## src/rtl/pipe_stage_reg.sv

```systemverilog
// rtl/pipe_stage_reg.sv - inter-stage pipeline register with stall/bubble/flush control
// Optional saturating stall-cycle counter built when PIPE_STALL_CNT_EN is defined.
module pipe_stage_reg #(
  parameter int PAYLOAD_W       = 32,
  parameter int ADDR_W          = 5,
  parameter int STALL_W         = 6,
  parameter int STAGE           = 2,
  parameter bit CLEAR_ON_BUBBLE = 1'b1,
  parameter int CNT_W           = 16
) (
  input  logic                 clk,
  input  logic                 reset,
  input  logic [PAYLOAD_W-1:0] payload,
  input  logic [ADDR_W-1:0]    wr_addr,
  input  logic                 wr_en,
  input  logic                 valid,
  input  logic                 in_delay_slot,
  input  logic                 next_in_delay_slot,
  input  logic [STALL_W-1:0]   stall_en,
  input  logic                 flush,
  input  logic                 cnt_clr,
  output logic [PAYLOAD_W-1:0] pipe_payload,
  output logic [ADDR_W-1:0]    pipe_wr_addr,
  output logic                 pipe_wr_en,
  output logic                 pipe_valid,
  output logic                 pipe_in_delay_slot,
  output logic                 pipe_next_in_delay_slot,
  output logic                 pipe_bubble,
  output logic [CNT_W-1:0]     stall_cnt
);

  logic s_up;
  logic s_dn;
  logic kill;
  logic unused_stall_bits;

  generate
    if (STAGE >= STALL_W) begin : g_bad_stage
      $error("pipe_stage_reg: STAGE must be below STALL_W");
    end
    // The last stage has no downstream stall bit, so it can never hold.
    if (STAGE < STALL_W - 1) begin : g_has_dn
      assign s_dn = stall_en[STAGE+1];
    end else begin : g_no_dn
      assign s_dn = 1'b0;
    end
  endgenerate

  assign s_up              = stall_en[STAGE];
  assign kill              = flush | (s_up & ~s_dn);
  assign unused_stall_bits = ^stall_en;

  always_ff @(posedge clk) begin
    if (!reset) begin
      pipe_payload            <= '0;
      pipe_wr_addr            <= '0;
      pipe_wr_en              <= 1'b0;
      pipe_valid              <= 1'b0;
      pipe_in_delay_slot      <= 1'b0;
      pipe_next_in_delay_slot <= 1'b0;
      pipe_bubble             <= 1'b0;
    end else if (kill) begin
      if (CLEAR_ON_BUBBLE) begin
        pipe_payload <= '0;
        pipe_wr_addr <= '0;
      end
      pipe_wr_en              <= 1'b0;
      pipe_valid              <= 1'b0;
      pipe_in_delay_slot      <= 1'b0;
      pipe_next_in_delay_slot <= 1'b0;
      pipe_bubble             <= 1'b1;
    end else if (!s_up) begin
      pipe_payload            <= payload;
      pipe_wr_addr            <= wr_addr;
      pipe_wr_en              <= wr_en & valid;
      pipe_valid              <= valid;
      pipe_in_delay_slot      <= in_delay_slot;
      pipe_next_in_delay_slot <= next_in_delay_slot;
      pipe_bubble             <= 1'b0;
    end else begin
      pipe_bubble <= 1'b0;
    end
  end

`ifdef PIPE_STALL_CNT_EN
  logic [CNT_W-1:0] stall_cnt_q;

  always_ff @(posedge clk) begin
    if (!reset) begin
      stall_cnt_q <= '0;
    end else if (cnt_clr) begin
      stall_cnt_q <= '0;
    end else if (!flush && s_up && (stall_cnt_q != {CNT_W{1'b1}})) begin
      stall_cnt_q <= stall_cnt_q + 1'b1;
    end
  end

  assign stall_cnt = stall_cnt_q;
`else
  logic unused_cnt_clr;

  assign unused_cnt_clr = cnt_clr;
  assign stall_cnt      = '0;
`endif

endmodule

```

## config.mk

```make
export PLATFORM = sky130hd
export DESIGN_NAME = pipe_stage_reg
export DESIGN_NICKNAME = d
export VERILOG_FILES = /design/src/rtl/pipe_stage_reg.sv
export SDC_FILE = /design/constraint.sdc
export NUM_CORES = 1
export LEC_CHECK = 0
export CORE_ASPECT_RATIO = 1.25
export CORE_MARGIN = 3
export CORE_UTILIZATION = 39
export CTS_CLUSTER_DIAMETER = 120
export DETAILED_ROUTE_END_ITERATION = 8
export PLACE_DENSITY_LB_ADDON = 0.25
export SLEW_MARGIN = 20
export SYNTH_ARGS = -nofsm -noshare
export SYNTH_HDL_FRONTEND = slang
export SYNTH_SLANG_ARGS = --single-unit
```

## constraint.sdc

```tcl
create_clock -name clk -period 1 [get_ports clk]
set_input_delay 0.1 -clock clk [delete_from_list [all_inputs] [get_ports clk]]
set_output_delay 0.1 -clock clk [all_outputs]
set_load 0.1 [all_outputs]
```

# Word-level counts from Yosys, hierarchy flattened
# Index checks and enable logic that the tools add are counted.
[word_totals] in_bits=51 reg_bits=42 output_inout_bits=58
[op_classes] reduce_logical=1 n_bitwise=5 muxes=1
[op_table] operator="AND 1 bit" n=2
[op_table] operator="NOT 1 bit" n=2
[op_table] operator="OR reduction 2 bit" n=1
[op_table] operator="2-to-1 mux 1 bit" n=1
[op_table] operator="bitwise OR 1 bit" n=1

# Depth between registers and ports, before layout
# Gate-level depths: netlist (run 1).
[depth] depth_word=4 ltp_mapped=5 mapped_depth_nobuf=2

# Least setup slack after synthesis (run 1)
# No wires, ideal clock.
[synth_timing] path_type="flip-flop to flip-flop" startpoint="register pipe_wr_en (netlist name)" endpoint="register pipe_wr_en" setup_ns=0.103 t_arrival_ns=1.371 path_stages_with_launch=3 period_less_slack_ns=1.475 slack_ns=-0.475 cell_sequence="dfxtp_1 nand2_1 a2111oi_2"
[synth_lines] element="end signal: assignment" line_no="75" text="pipe_wr_en <= wr_en & valid;"
[synth_lines] element="end: declaration" line_no="24" text="output logic pipe_wr_en,"

# Worst setup path in the final report (run 1)
[layout_timing] startpoint="input port stall_en[3]" endpoint="register pipe_payload[25]"
[layout_via] elab_chain_len=4
[layout_lines] element="start: declaration" line_no="19" text="input logic [STALL_W-1:0] stall_en,"
[layout_lines] element="NOT 1 bit" line_no="50" text="assign kill = flush | (s_up & ~s_dn);"
[layout_lines] element="AND 1 bit" line_no="50"
[layout_lines] element="bitwise OR 1 bit" line_no="50"
[layout_lines] element="OR reduction 2 bit (no source line)"
[layout_lines] element="end signal: assignment" line_no="73" text="pipe_payload <= payload;"
[layout_lines] element="end: declaration" line_no="22" text="output logic [PAYLOAD_W-1:0] pipe_payload,"
# No other way between the ends.
# A chain may end at the register's enable or synchronous reset.

==> flow_metrics.env, run 1 <==
export IMPL_swShare=0.3509
export IMPL_clock_sinks=42
export IMPL_dpl_hpwl_mm=3.867
export IMPL_synth_cell_area_mm2=0.002044
export IMPL_place_congestion=0.6774
export IMPL_cts_resized=0
export IMPL_hold_class="input port to register"
export IMPL_postPlaceCellArea_mm2=0.003546
export IMPL_grt_pass1_wl_mm=7.659
export IMPL_period_minus_slack_ns=0.9374
export IMPL_fmax_mhz=1067
export IMPL_seq_power_share=0.405
export IMPL_cp_end_kind="register"
export IMPL_vias=1544
export IMPL_clk_pin_slew_ns=0.07
export IMPL_utilization=0.7454
export IMPL_worstPathCellList="clkdlybuf4s50_1, nor2b_4, buf_4, nor4_1"
export IMPL_core_area_mm2=0.004905
export IMPL_clock_power_share=0.261
export IMPL_postCtsSetupRepairBufs=0
export IMPL_required_ns=1.18
export IMPL_synth_edff_count=0
export IMPL_design_area_mm2=0.003656
export IMPL_cts_max_level=2
export IMPL_power_per_cell_area_mw_per_mm2=1143
export IMPL_postCtsHoldBufs=0
export IMPL_drt_initial_drc_count=48
export IMPL_async_flop_share=0
export IMPL_synth_ff_latch_count=42
export IMPL_initial_core_util=0.4168
export IMPL_overflow=0
export IMPL_r2r_end="pipe_wr_en"
export IMPL_critPathMaxStageDelay_ns=0.52
export IMPL_critPathSlowestCell="clkdlybuf4s50_1"
export IMPL_hold_viol_final=0
export IMPL_synth_most_common_cell="dfxtp_1"
export IMPL_clock_latency_ns=0.29
export IMPL_dieArea_mm2=0.006153
export IMPL_dpl_cell_count=306
export IMPL_syn_area_per_cell_um2=12.47
export IMPL_port_buffers=87
export IMPL_antenna_cells=0
export IMPL_synth_top_cell_by_area="dfxtp_1"
export IMPL_setup_slack_ns=0.06259
export IMPL_nNetsFinal=304
export IMPL_r2r_setup_slack_ns=0.16
export IMPL_netlist_top_cells_count="42 x dfxtp_1, 40 x mux2i_1, 39 x nor4_2"
export IMPL_report_final_slew_viol_count=0
export IMPL_grt_pass1_vias=1562
export IMPL_die_h_um=86.95
export IMPL_antenna_found_initial=0
export IMPL_synth_area_leaders="dfxtp_1 41%, nor4_2 24%, mux2i_1 20%, buf_4 6.2%, buf_6 3.3%"
export IMPL_worstRegToRegCells=2
export IMPL_cellInternalPower_mw=2.712
export IMPL_pwr_share_comb=0.334
export IMPL_status="completed"
export IMPL_dieWidth_um=70.76
export IMPL_wirelength_mm=4.900
export IMPL_final_antenna_net_count=0
export IMPL_drv_cap=0
export IMPL_io_pin_count=109
export IMPL_synthFlopType="dfxtp_1"
export IMPL_drive_gt1_frac=0.5866
export IMPL_globalRouteTotalUtil=0.1571
export IMPL_synth_top_area_share=0.4113
export IMPL_viasPerCell=4.917
export IMPL_path_max_fanout=7
export IMPL_timing_rr_start="pipe_wr_en"
export IMPL_endpoint="pipe_payload[25]"
export IMPL_cts_root_buffer="clkbuf_8"
export IMPL_final_setup_viol_count=0
export IMPL_peakVddDrop_v=0.0007288
export IMPL_clock_tree_buffer_depth=2
export IMPL_crit_type="input port to register"
export IMPL_synth_seq_area_share=0.4113
export IMPL_drc=0
export IMPL_power_leakage_nw=1.379
export IMPL_period_share=0.9374
export IMPL_area_growth_pct=78.83
export IMPL_dp_worst_setup_slack_ns=-0.2861
export IMPL_cts_made_buffers=5
export IMPL_drt_first_pass_iters=4
export IMPL_cts_tree="done"
export IMPL_grt_max_degree=25
export IMPL_instances_no_fill=314
export IMPL_wl_per_cell_um=15.61
export IMPL_synth_distinct_cells=15
export IMPL_rsz0062_at_grt="no"
export IMPL_rows=28
export IMPL_start_kind="input port"
export IMPL_ys_warn_count=0
export IMPL_synthCells=164
export IMPL_fin_skew_ns=0
export IMPL_startpoint="stall_en[3]"
export IMPL_cp_arrival_ns=1.12
export IMPL_power_switching_mw=1.467
## flip-flops by register name, indices dropped and copies added (netlist names)
signal,cells
pipe_in_delay_slot,1
pipe_next_in_delay_slot,1
pipe_payload,32
pipe_wr_en,1
pipe_bubble,1
pipe_wr_addr,5
pipe_valid,1
## how the worst min path moves through the flow
| stage | slack [ns] | depth (start not counted) | startpoint | to |
|---|---|---|---|---|
| floorplan | 0.22 | 1 | reset | pipe_bubble |
| global placement | 0.47 | 3 | stall_en[2] | pipe_wr_en |
| detailed placement | 0.48 | 3 | stall_en[2] | pipe_wr_en |
| CTS | 0.16 | 3 | stall_en[2] | pipe_wr_en |
| global route | 0.21 | 3 | stall_en[2] | pipe_wr_en |
| finish | 0.21 | 3 | stall_en[2] | pipe_wr_en |
## per-layer routing
layer / wire length [µm] / GRT usage / part of all wire
met5: 0 / 0 / 0
met4: 50 / 0.05128 / 0.010
met3: 332 / 0.04850 / 0.068
met2: 2731 / 0.2776 / 0.56
met1: 1786 / 0.1794 / 0.36
## cell type report
cell class | count | area [µm²]
timing repair buffer | 102 | 1476
clock buffer | 8 | 90.09
fill | 320 | 1249
sequential | 42 | 996.0
tap | 60 | 75.07
multi-input combinational | 101 | 1015
inverter | 1 | 3.754
## cell families after synthesis
group / Yosys count / share of synthesized area
and+or+nand+nor: 43 / 0.2540
DFF: 42 / 0.4113
muxes: 40 / 0.1958
buffers and inverters: 36 / 0.1261
AOI/OAI and AO/OA: 2 / 0.01102
other: 1 / 0.001834
## stage by stage
stage | setup TNS, ns | power, mW | hold WS, ns
floorplan | 0 | 2.684 | 0.2175
global placement | -8.800 | 3.116 | 0.4723
detailed placement | -10.02 | 3.131 | 0.4785
CTS | 0 | 4.223 | 0.1601
global route | 0 | 4.347 | 0.2091
finish | 0 | 4.179 | 0.2098
## cell usage in the layout (no fill, tap or decap)
master,n
mux2i_1,40
nand2_1,1
dfxtp_4,41
buf_2,2
clkbuf_8,6
inv_2,1
clkbuf_1,2
o21a_1,1
nor4_2,39
nand3b_1,1
nor4_1,1
conb_1,16
a2111oi_4,1
buf_12,48
buf_6,2
dfxtp_2,1
nor2b_4,1
buf_4,7
clkdlybuf4s50_1,43
## power by group through the flow
stage	Sequential [mW]	Clock [mW]	Combinational [mW]
CTS	1.69	1.13	1.40
global placement	1.73	0	1.39
global route	1.70	1.20	1.45
floorplan	2.05	0	0.636
detailed placement	1.73	0	1.40
finish	1.69	1.09	1.40
## worst max-delay path: cells and delay by family
family                 cells  cell delay, ns
buffers and inverters      2            0.69
AND/OR/NAND/NOR            2            0.33
No activity file was read; power rests on OpenSTA's default activity.
==> run 2: changes to the inputs <==
CORE_MARGIN = 1.5   (was 3)
CTS_CLUSTER_SIZE = 30   (was not set)
SETUP_SLACK_MARGIN = 0.05   (was not set)
==> flow_metrics.env, run 2 (synthesis gave the netlist of run 1 again) <==
export IMPL_dieArea_mm2=0.005688
export IMPL_critPathSlowestCell="dfxtp_4"
export IMPL_nNetsFinal=307
export IMPL_top_register="pipe_payload"
export IMPL_drc=0
export IMPL_clock_sinks=42
export IMPL_wirelength_mm=4.700
export IMPL_postCtsSetupRepairBufs=0
export IMPL_crit_type="register to output port"
export IMPL_period_minus_slack_ns=0.9279
export IMPL_fin_setup_tns_ns=0
export IMPL_power_mw=4.100
export IMPL_dpl_hpwl_mm=3.641
export IMPL_critPathMaxStageDelay_ns=0.37
export IMPL_report_final_slew_viol_count=0
export IMPL_viasPerCell=4.881
export IMPL_timing_critical_path_buf_inv=1
export IMPL_critPathTopFamily="flip-flops"
export IMPL_whs_ns=0.2259
export IMPL_grtUsageMet1=0.2125
export IMPL_clock_latency_ns=0.28
export IMPL_worstPathCellList="buf_12"
export IMPL_cts_made_buffers=5
export IMPL_fmax_mhz=1078
export IMPL_rsz0062_at_grt="yes"
export IMPL_grt_max_degree=25
export IMPL_clk_pin_slew_ns=0.07
export IMPL_drive_gt1_frac=0.5875
export IMPL_wl_per_cell_um=14.73
export IMPL_cts_max_level=2
export IMPL_cp_end_kind="output port"
export IMPL_io_pin_count=109
export IMPL_hold_viol_final=0
export IMPL_initial_core_util=0.4025
export IMPL_antenna_cells=0
export IMPL_hold_class="input port to register"
export IMPL_die_h_um=83.95
export IMPL_port_buffers=87
export IMPL_fin_skew_ns=0
export IMPL_status="completed"
export IMPL_start_kind="register"
export IMPL_required_ns=0.90
export IMPL_largest_reg_flops=32
export IMPL_grt_pass1_vias=1619
export IMPL_drv_cap=0
export IMPL_drt_first_pass_iters=2
export IMPL_cp_arrival_ns=0.83
export IMPL_peakVddDrop_v=0.001019
export IMPL_final_antenna_net_count=0
export IMPL_overflow=0
export IMPL_grt_busiest_layer="met2"
export IMPL_grt_pass1_wl_mm=7.831
export IMPL_power_leakage_nw=1.401
export IMPL_cts_resized=2
export IMPL_rows=29
export IMPL_layout_common_cells="50 x buf_12, 42 x clkdlybuf4s50_1, 41 x dfxtp_4"
export IMPL_final_common_cell="buf_12"
export IMPL_postCtsHoldBufs=0
export IMPL_reg_top3="pipe_payload x32, pipe_wr_addr x5"
export IMPL_globalRouteMet3Util=0.05803
export IMPL_cts_tree="done"
export IMPL_cts_root_buffer="clkbuf_8"
export IMPL_period_share=0.9279
export IMPL_power_per_cell_area_mw_per_mm2=1109
export IMPL_grtUsageMet2=0.2968
export IMPL_antenna_found_initial=0
export IMPL_dieWidth_um=67.76
export IMPL_globalRouteTotalUtil=0.1789
export IMPL_path_max_fanout=2
export IMPL_vias=1557
export IMPL_core_area_mm2=0.005080
export IMPL_place_congestion=0.7055
export IMPL_final_setup_viol_count=0
export IMPL_drt_initial_drc_count=40
export IMPL_area_growth_pct=80.91
export IMPL_clock_tree_buffer_depth=2
==> run 2: changes by cell type in the layout (fill, tap and decap cells not counted), sizes merged <==
cell / before / now
buf: 59 / 62
clkbuf: 8 / 5
clkinv: 0 / 3
clkdlybuf4s50: 43 / 42
dlygate4sd2: 0 / 1
==> run 2: worst paths after layout <==
check | slack (ns) | depth (start not counted) | startpoint | endpoint
worst max-delay path | 0.07 | 1 | pipe_payload[18] | pipe_payload[18]
worst max register to register | 0.19 | 2 | pipe_wr_en | pipe_wr_en
worst min-delay path | 0.23 | 3 | flush | pipe_wr_en
worst min register to register | 0.52 | 2 | pipe_wr_en | pipe_wr_en
==> run 2: per-layer routing <==
layer | up-vias | part of all wire | wire [µm]
met5 | - | 0 | 0
met4 | 0 | 0.017 | 80
met3 | 7 | 0.065 | 305
met2 | 58 | 0.53 | 2477
met1 | 736 | 0.39 | 1836
li1 | 756 | - | -
==> run 2: metrics by stage <==
step	setup WS (ns)	cells	utilization	area [µm²]
after global routing	0.03749	319	0.7281	3699
after detailed placement	-0.3065	311	0.7079	3596
final	0.07206	319	0.7281	3699
after global placement	-0.2335	311	0.7079	3596
after floorplan	0.0005610	179	-	2256
after CTS	0.05739	319	0.7239	3677
==> run 2: where the power goes <==
part           leakage (nW)  switching, mW  internal, mW
combinational         0.988          0.896         0.524
sequential            0.373         0.0491          1.64
clock                0.0407          0.524         0.466
==> run 2: final cells by class <==
class                   count  area (µm²)
clock buffers               5       68.82
clock inverters             3       11.26
fillers                   372        1381
inverters                   1       6.256
multi-input cells         101        1020
flip-flops and latches     42       996.0
well taps                  62       77.57
repair buffers            105        1519
==> run 3: changes to the inputs <==
CAP_MARGIN = 25   (was not set)
==> results of run 3 <==
The final DEF is identical to that of run 2; final timing and power are the same.
